[config.mk]
export PLATFORM = sky130hd
export DESIGN_NAME = load_store_unit
export DESIGN_NICKNAME = d
export VERILOG_FILES = /design/src/rtl/load_store_unit.sv
export SDC_FILE = /design/constraint.sdc
export NUM_CORES = 1
export LEC_CHECK = 0
export BUFFER_PORTS_ARGS = -buffer_cell sky130_fd_sc_hd__buf_2
export CAP_MARGIN = 30
export CORE_ASPECT_RATIO = 0.6
export CORE_MARGIN = 4
export CORE_UTILIZATION = 52
export CTS_BUF_LIST = sky130_fd_sc_hd__clkbuf_4
export CTS_CLUSTER_SIZE = 14
export DETAILED_ROUTE_END_ITERATION = 10
export PLACE_DENSITY = 0.8
export SETUP_SLACK_MARGIN = 0.4
export SLEW_MARGIN = 20
export SYNTH_ARGS = -nofsm -noshare
export SYNTH_HDL_FRONTEND = slang
export SYNTH_SLANG_ARGS = --single-unit
[constraint.sdc]
create_clock -name clk -period 2.5 [get_ports clk]
set_input_delay 0.125 -clock clk [delete_from_list [all_inputs] [get_ports clk]]
set_output_delay 0.125 -clock clk [all_outputs]
set_load 0.02 [all_outputs]
[src/rtl/load_store_unit.sv]
// Byte/halfword/word load-store front end for a word-only data memory (sub-word stores use read-modify-write).
// Response latency after accept: error 1, load/word store 2, sub-word store 3; one request in flight, no response backpressure.
module load_store_unit #(
  parameter int ADDR_WIDTH = 32
) (
  input  logic                  clk,
  input  logic                  reset,
  input  logic                  req_valid,
  output logic                  req_ready,
  input  logic                  req_we,
  input  logic [1:0]            req_size,
  input  logic                  req_signed,
  input  logic [ADDR_WIDTH-1:0] req_addr,
  input  logic [31:0]           req_wdata,
  output logic                  resp_valid,
  output logic [31:0]           resp_rdata,
  output logic                  resp_err,
  output logic [ADDR_WIDTH-1:0] mem_a,
  output logic                  mem_we,
  output logic [31:0]           mem_wd,
  input  logic [31:0]           mem_rd
);

  typedef enum logic [2:0] {IDLE, LOAD, MERGE, WRITE, RESP} state_t;

  state_t                state_q, state_d;
  logic                  we_q, we_d;
  logic [1:0]            size_q, size_d;
  logic                  signed_q, signed_d;
  logic [ADDR_WIDTH-1:0] addr_q, addr_d;
  logic [31:0]           wdata_q, wdata_d;
  logic [31:0]           merge_q, merge_d;
  logic [31:0]           rdata_q, rdata_d;
  logic                  err_q, err_d;

  logic                  illegal;
  logic [ADDR_WIDTH-1:0] addr_aligned;
  logic [7:0]            ld_byte;
  logic [15:0]           ld_half;

  assign illegal = (req_size == 2'b11) ||
                   (req_size == 2'b01 && req_addr[0]) ||
                   (req_size == 2'b10 && req_addr[1:0] != 2'b00);
  assign addr_aligned = {addr_q[ADDR_WIDTH-1:2], 2'b00};
  assign ld_half = addr_q[1] ? mem_rd[31:16] : mem_rd[15:0];

  always_comb begin
    ld_byte = mem_rd[7:0];
    case (addr_q[1:0])
      2'b01:   ld_byte = mem_rd[15:8];
      2'b10:   ld_byte = mem_rd[23:16];
      2'b11:   ld_byte = mem_rd[31:24];
      default: ld_byte = mem_rd[7:0];
    endcase
  end

  always_comb begin
    state_d  = state_q;
    we_d     = we_q;
    size_d   = size_q;
    signed_d = signed_q;
    addr_d   = addr_q;
    wdata_d  = wdata_q;
    merge_d  = merge_q;
    rdata_d  = rdata_q;
    err_d    = err_q;
    case (state_q)
      IDLE: begin
        if (req_valid) begin
          we_d     = req_we;
          size_d   = req_size;
          signed_d = req_signed;
          addr_d   = req_addr;
          wdata_d  = req_wdata;
          rdata_d  = '0;
          err_d    = illegal;
          if (illegal) begin
            state_d = RESP;
          end else if (!req_we) begin
            state_d = LOAD;
          end else if (req_size == 2'b10) begin
            merge_d = req_wdata;
            state_d = WRITE;
          end else begin
            state_d = MERGE;
          end
        end
      end
      LOAD: begin
        case (size_q)
          2'b00:   rdata_d = {{24{signed_q & ld_byte[7]}}, ld_byte};
          2'b01:   rdata_d = {{16{signed_q & ld_half[15]}}, ld_half};
          default: rdata_d = mem_rd;
        endcase
        state_d = RESP;
      end
      MERGE: begin
        // Only the addressed lane is replaced; the other lanes come from the current memory word.
        merge_d = mem_rd;
        if (size_q == 2'b00) begin
          case (addr_q[1:0])
            2'b00:   merge_d[7:0]   = wdata_q[7:0];
            2'b01:   merge_d[15:8]  = wdata_q[7:0];
            2'b10:   merge_d[23:16] = wdata_q[7:0];
            default: merge_d[31:24] = wdata_q[7:0];
          endcase
        end else if (addr_q[1]) begin
          merge_d[31:16] = wdata_q[15:0];
        end else begin
          merge_d[15:0] = wdata_q[15:0];
        end
        state_d = WRITE;
      end
      WRITE:   state_d = RESP;
      RESP:    state_d = IDLE;
      default: state_d = IDLE;
    endcase
  end

  always_ff @(posedge clk) begin
    if (reset) begin
      state_q  <= IDLE;
      we_q     <= 1'b0;
      size_q   <= 2'b00;
      signed_q <= 1'b0;
      addr_q   <= '0;
      wdata_q  <= '0;
      merge_q  <= '0;
      rdata_q  <= '0;
      err_q    <= 1'b0;
    end else begin
      state_q  <= state_d;
      we_q     <= we_d;
      size_q   <= size_d;
      signed_q <= signed_d;
      addr_q   <= addr_d;
      wdata_q  <= wdata_d;
      merge_q  <= merge_d;
      rdata_q  <= rdata_d;
      err_q    <= err_d;
    end
  end

  // Reset overrides the decoded outputs so an in-flight write is dropped on the same edge.
  always_comb begin
    req_ready  = 1'b0;
    resp_valid = 1'b0;
    resp_err   = 1'b0;
    resp_rdata = '0;
    mem_a      = '0;
    mem_we     = 1'b0;
    mem_wd     = '0;
    if (reset) begin
      req_ready = 1'b1;
    end else begin
      case (state_q)
        IDLE:  req_ready = 1'b1;
        LOAD:  mem_a = addr_aligned;
        MERGE: mem_a = addr_aligned;
        WRITE: begin
          mem_a  = addr_aligned;
          mem_we = 1'b1;
          mem_wd = merge_q;
        end
        RESP: begin
          resp_valid = 1'b1;
          resp_err   = err_q;
          resp_rdata = rdata_q;
        end
        default: req_ready = 1'b0;
      endcase
    end
  end

endmodule

After elaboration in Yosys (flattened, before gate mapping):

Cells that the tools add are included.

* input bits: 103
* logic and storage cells: 77
* output and inout bits: 100
* register bits after elaboration: 119

* muxes and demuxes: 36
* bitwise logic cells: 2
* eq/ne operators: 15
* reduce and logical (&&, ||, !) cells: 16

Operators by type and width (number)
* 2-to-1 mux 32 bit: 12
* case mux 32 bit (2 select lines): 3
* 2-to-1 mux 16 bit: 3
* 2-to-1 mux 8 bit: 4
* case mux 8 bit (3 select lines): 1
* 2-to-1 mux 1 bit: 9
* case mux 3 bit (3 select lines): 1
* == test 2 bit (second input constant): 4
* != test 2 bit (second input constant): 4
* == test 2 x 1 -> 1 bit (second input constant): 3
* == test 3 x 2 -> 1 bit (second input constant): 2
* 2-to-1 mux 3 bit: 2
* nonzero test 2 bit: 3
* OR reduction 3 bit: 2
* AND reduction 5 bit: 1
* zero test 2 bit: 2
* AND reduction 2 bit: 2
* == test 3 x 1 -> 1 bit (second input constant): 1
* == test 3 bit (second input constant): 1
* zero test 3 bit: 1
* AND 1 bit: 2
* logical AND 1 bit: 2
* logical OR 1 bit: 2
* 2-to-1 mux 2 bit: 1
* OR reduction 2 bit: 1

Longest topological paths before layout:

* depth in word-level cells: 7
* mapped depth: 7
* depth with buffers taken out: 4

Worst setup path after synthesis:

No wires, ideal clock.

* path kind: reg-to-reg
* start: register state_q[2]
* end: register rdata_q[21]
* setup time: 0.058 ns
* path slack: 0.667 ns
* period minus slack after synthesis: 1.833 ns
* required time: 2.442 ns
* arrival time: 1.775 ns
* buffers on the path: 3
* stages on the path, launching flop included: 8
* cells stage by stage: dfxtp_1 -> buf_6 -> or3b_4 -> or2_0 -> buf_6 -> nor4b_4 -> buf_6 -> a221o_2

* longest elaborated chain between the ends: 3
* elaborated cells on any way between the ends: 6
* classes of those cells: eq/ne: 2; mux: 1; reduce/logical: 3

Ends and longest elaborated chain
* start, declared: RTL line 26 `state_t state_q, state_d;`
* start signal, assigned: RTL line 132 `state_q <= state_d;`
* == test 3 x 1 -> 1 bit / zero test 3 bit (equally long branches)
* nonzero test 2 bit (no line) / != test 2 bit (equally long branches)
* AND reduction 2 bit (no line)
* end signal, assigned: RTL line 139 `rdata_q <= rdata_d;`
* end, declared: RTL line 33 `logic [31:0] rdata_q, rdata_d;`

Parallel ways exist; a longest one is shown, timed or not.
A chain may end at the register's enable or synchronous reset.

Final worst setup path:

* start: register state_q[1]
* end: output port resp_rdata[22]

* longest elaborated chain between the ends: 3

Ends and longest elaborated chain
* == test 3 bit: RTL line 156 `case (state_q)`
* 2-to-1 mux 32 bit: RTL line 156
* 2-to-1 mux 32 bit: RTL line 153 `if (reset) begin`
* end, declared: RTL line 16 `output logic [31:0] resp_rdata,`

No other way between the ends.

==> run metrics <==
result of the run=complete, no violations; final global-route overflow total=0; TritonCTS clock tree=built; most used standard cell by instance count after synthesis=nand2_1; GR met3 Demand/Resource=9.63%; antenna diode instance count=0; Hold Path Cell Cnt=3; reg-to-reg startpoint=size_q[0]; launch instance of the worst min-delay path=reset; count of endpoints failing setup in the final report=0; non-filler cells, final=1173; sum of internal, switching and leakage power=4.60 mW; area added between synthesis and finish=41.1%; top-level I/O count=203; Final Core Density=75.3%; Std-Cell Rows=30; mean routed wirelength per cell=18.2 microns; layout cells sized above 1=29.7%; post-detail-place hpwl=13.7 mm; Initial Util=53.3%; peak ir drop on the vdd network=356 uV; Max Clk Rate=488 MHz; library cell with the largest summed area after synthesis=dfxtp_1; number of storage elements in the synthesis netlist=119; clock transition at the register clock pins on the worst setup and hold paths after CTS=0.10 ns; number of warnings issued by yosys=0; via count=6615; count of port buffers added during placement=200; ys flop type=dfxtp_1; Sw Ratio=28.0%; placed instance count=1038; final period demand of the worst path=2.05 ns; crit path launch type=register; MaxCap Viol Count=0; Final Net Count=1103; 1st-pass router iterations=6; total count of hold-check failures in the final report=0; most frequent cells after synthesis=nand2_1 (124), dfxtp_1 (119), and2_1 (95), a21oi_1 (57), mux2i_1 (56); clock tree skew after final layout=0.0148 ns; chip width=147 microns; worst endpoint required time=2.38 ns; wire length of the first global-routing pass=32.7 mm; instance count of the mapped netlist=724; standby leakage power=4.07 nW; number of enable-type register cells in the synthesized netlist=0; number of library cell types mapped by synthesis=45; RD Place Congestion=0.971; logic gate share of total power=19.1%; total number of H-tree levels=4; die footprint=13500 sq um; number of CTS-inserted buffers=17; M1 GR Usage=41.0%; Vias per Instance=5.64; cell types with the largest area share after synthesis=dfxtp_1 (39%), and2_1 (9.8%), mux2i_1 (9.3%); number of antenna violations at the first check in global routing=0; number of filler instances in the final layout=834; largest net degree at the start of global routing=53; slew of the pin with the lowest slew margin=0.701 ns; Sequential cell area=2390 sq um; Clock Sink Count=119; insertion delay to the later sink of the worst-skew pair=0.53 ns; number of buffers on the longest clock path=2; endpoint of the worst hold path=wdata_q[1]; Crit Path Class=register to primary output; syn_area_per_cell=8.35 sq um; power share of the sequential group=45.0%; data arrival time of the worst path=1.92 ns; library cell used as clock root buffer=clkbuf_4; Max transition margin=52.9%; number of design-rule violations left by the first detailed-router iteration=775; all-layer global routing usage=30.2%; aggregate negative setup slack=0 ns; Slew Limit Fails=0; Die H=91.5 microns; Total Routed Length=21.4 mm; share of Yosys cell area claimed by the top area cell type=39.4%; net switching power=1.29 mW; Min-Delay Path Class=primary input to register; register-to-register setup slack=0.49 ns; Post-synth ARST share=0%; Clock power frac=36.0%; endpoint kind of the worst setup timing path=primary output; vias in the first global route=6288; DRC violation count after routing=0; fraction of the yosys area taken by sequential cells=39.4%; hold slack=0.115 ns; final worst-path cycle share=82.0%; RSZ-0062 raised after global routing=true; antenna-violating nets left=0; internal power=3.31 mW; met2 usage=46.3%; number of setup buffers added after CTS=0; busiest grt layer=met2; power density relative to cell area=538 nW/um^2; total area of multi-input combinational cells=3390 sq um; number of cells on the worst reg-to-reg path=4; synthesized area=6050 sq um; maximum fanout encountered on the critical timing path=33; Core Box Area=11300 sq um; endpoint of the worst-slack reg-to-reg timing path=merge_q[12]
[how the worst max path moves through the flow]
stage / slack [ns] / start / cells past startpoint / to
floorplan: 0.67 / state_q[2] / 7 / rdata_q[21]
global placement: 0.42 / state_q[0] / 5 / rdata_q[19]
detailed placement: 0.38 / state_q[0] / 5 / rdata_q[16]
CTS: 0.41 / state_q[0] / 4 / resp_rdata[6]
global route: 0.38 / state_q[1] / 4 / resp_rdata[22]
finish: 0.45 / state_q[1] / 4 / resp_rdata[22]
[through the flow]
step	cell area, sq um	worst slack, ns
6_report	8530	0.451
5_1_grt	8530	0.376
4_1_cts	8490	0.412
3_5_place_dp	7140	0.378
3_3_place_gp	7140	0.417
2_1_floorplan	6050	0.667
[registers in the layout, summed over array words and instances, names as in the netlist]
name and flops:
signed_q 1, wdata_q 16, rdata_q 32, state_q 3, err_q 1, size_q 2
merge_q 32, addr_q 32
[placed cells by master, fill, tap and decap left out, types with 2 or more instances in the layout]
master and n:
buf_2 200, nand2_1 124, dfxtp_1 116, dlygate4sd3_1 101
and2_1 95, mux2i_1 56, a21oi_1 56, o22ai_1 40
o21ai_0 35, a221o_2 23, clkbuf_4 21, buf_4 16
a211oi_1 14, nor2_1 12, a22oi_1 12, inv_1 11
mux2_2 9, o21a_1 5, clkinv_2 5, bufinv_16 5
nor3_1 4, nand3b_1 4, o21ai_1 4, a2bb2oi_1 4
nor4b_4 3, or2_2 3, a31oi_1 2, a21o_1 2
a21oi_2 2, a41oi_1 2, nand2b_1 2, conb_1 2
and3_2 2, buf_6 2, dfxtp_2 2
[routing by layer]
metal	vias to the layer above	routed length, microns
met5	-	0
met4	0	437
met3	47	2270
met2	378	9420
met1	3075	9280
li1	3115	-
[what timing repair did]
action	CTS	global route
endpoints found under the setup margin	81	111
gates resized for setup	5	6
endpoints found under the hold margin	116	0
cloned	0	2
hold buffers	101	0
[power by group through the flow]
stage	Clock, mW	Sequential [mW]	Combinational (mW)
floorplan	0	2.07	0.480
detailed placement	0	2.10	0.712
CTS	1.66	2.06	0.840
finish	1.65	2.07	0.876
global placement	0	2.10	0.705
global route	1.74	2.08	0.946
[area by class of cell]
type	instances	share of cell area [%]
Clock inverter	11	2.10
Timing Repair Buffer	320	25.5
Tap cell	160	2.35
Multi-Input combinational cell	531	39.8
Sequential cell	119	28.0
Inverter	11	0.484
Clock buffer	21	1.85
[critical path, cell delays in order (launching register included)]
cell and delay [ns]:
dfxtp_2 0.44, nor4b_4 0.33, buf_6 0.26, and2_1 0.18, buf_2 0.18
[kinds of logic after synthesis]
logic type | after synthesis | share of synthesized area (%)
other | 1 | 0.0620
and+or+nand+nor | 257 | 21.6
DFF | 119 | 39.4
muxes | 66 | 11.3
AOI/OAI and AO/OA | 204 | 22.1
buffers and inverters | 77 | 5.44
Note: power is estimated with default switching activity, not from simulation.
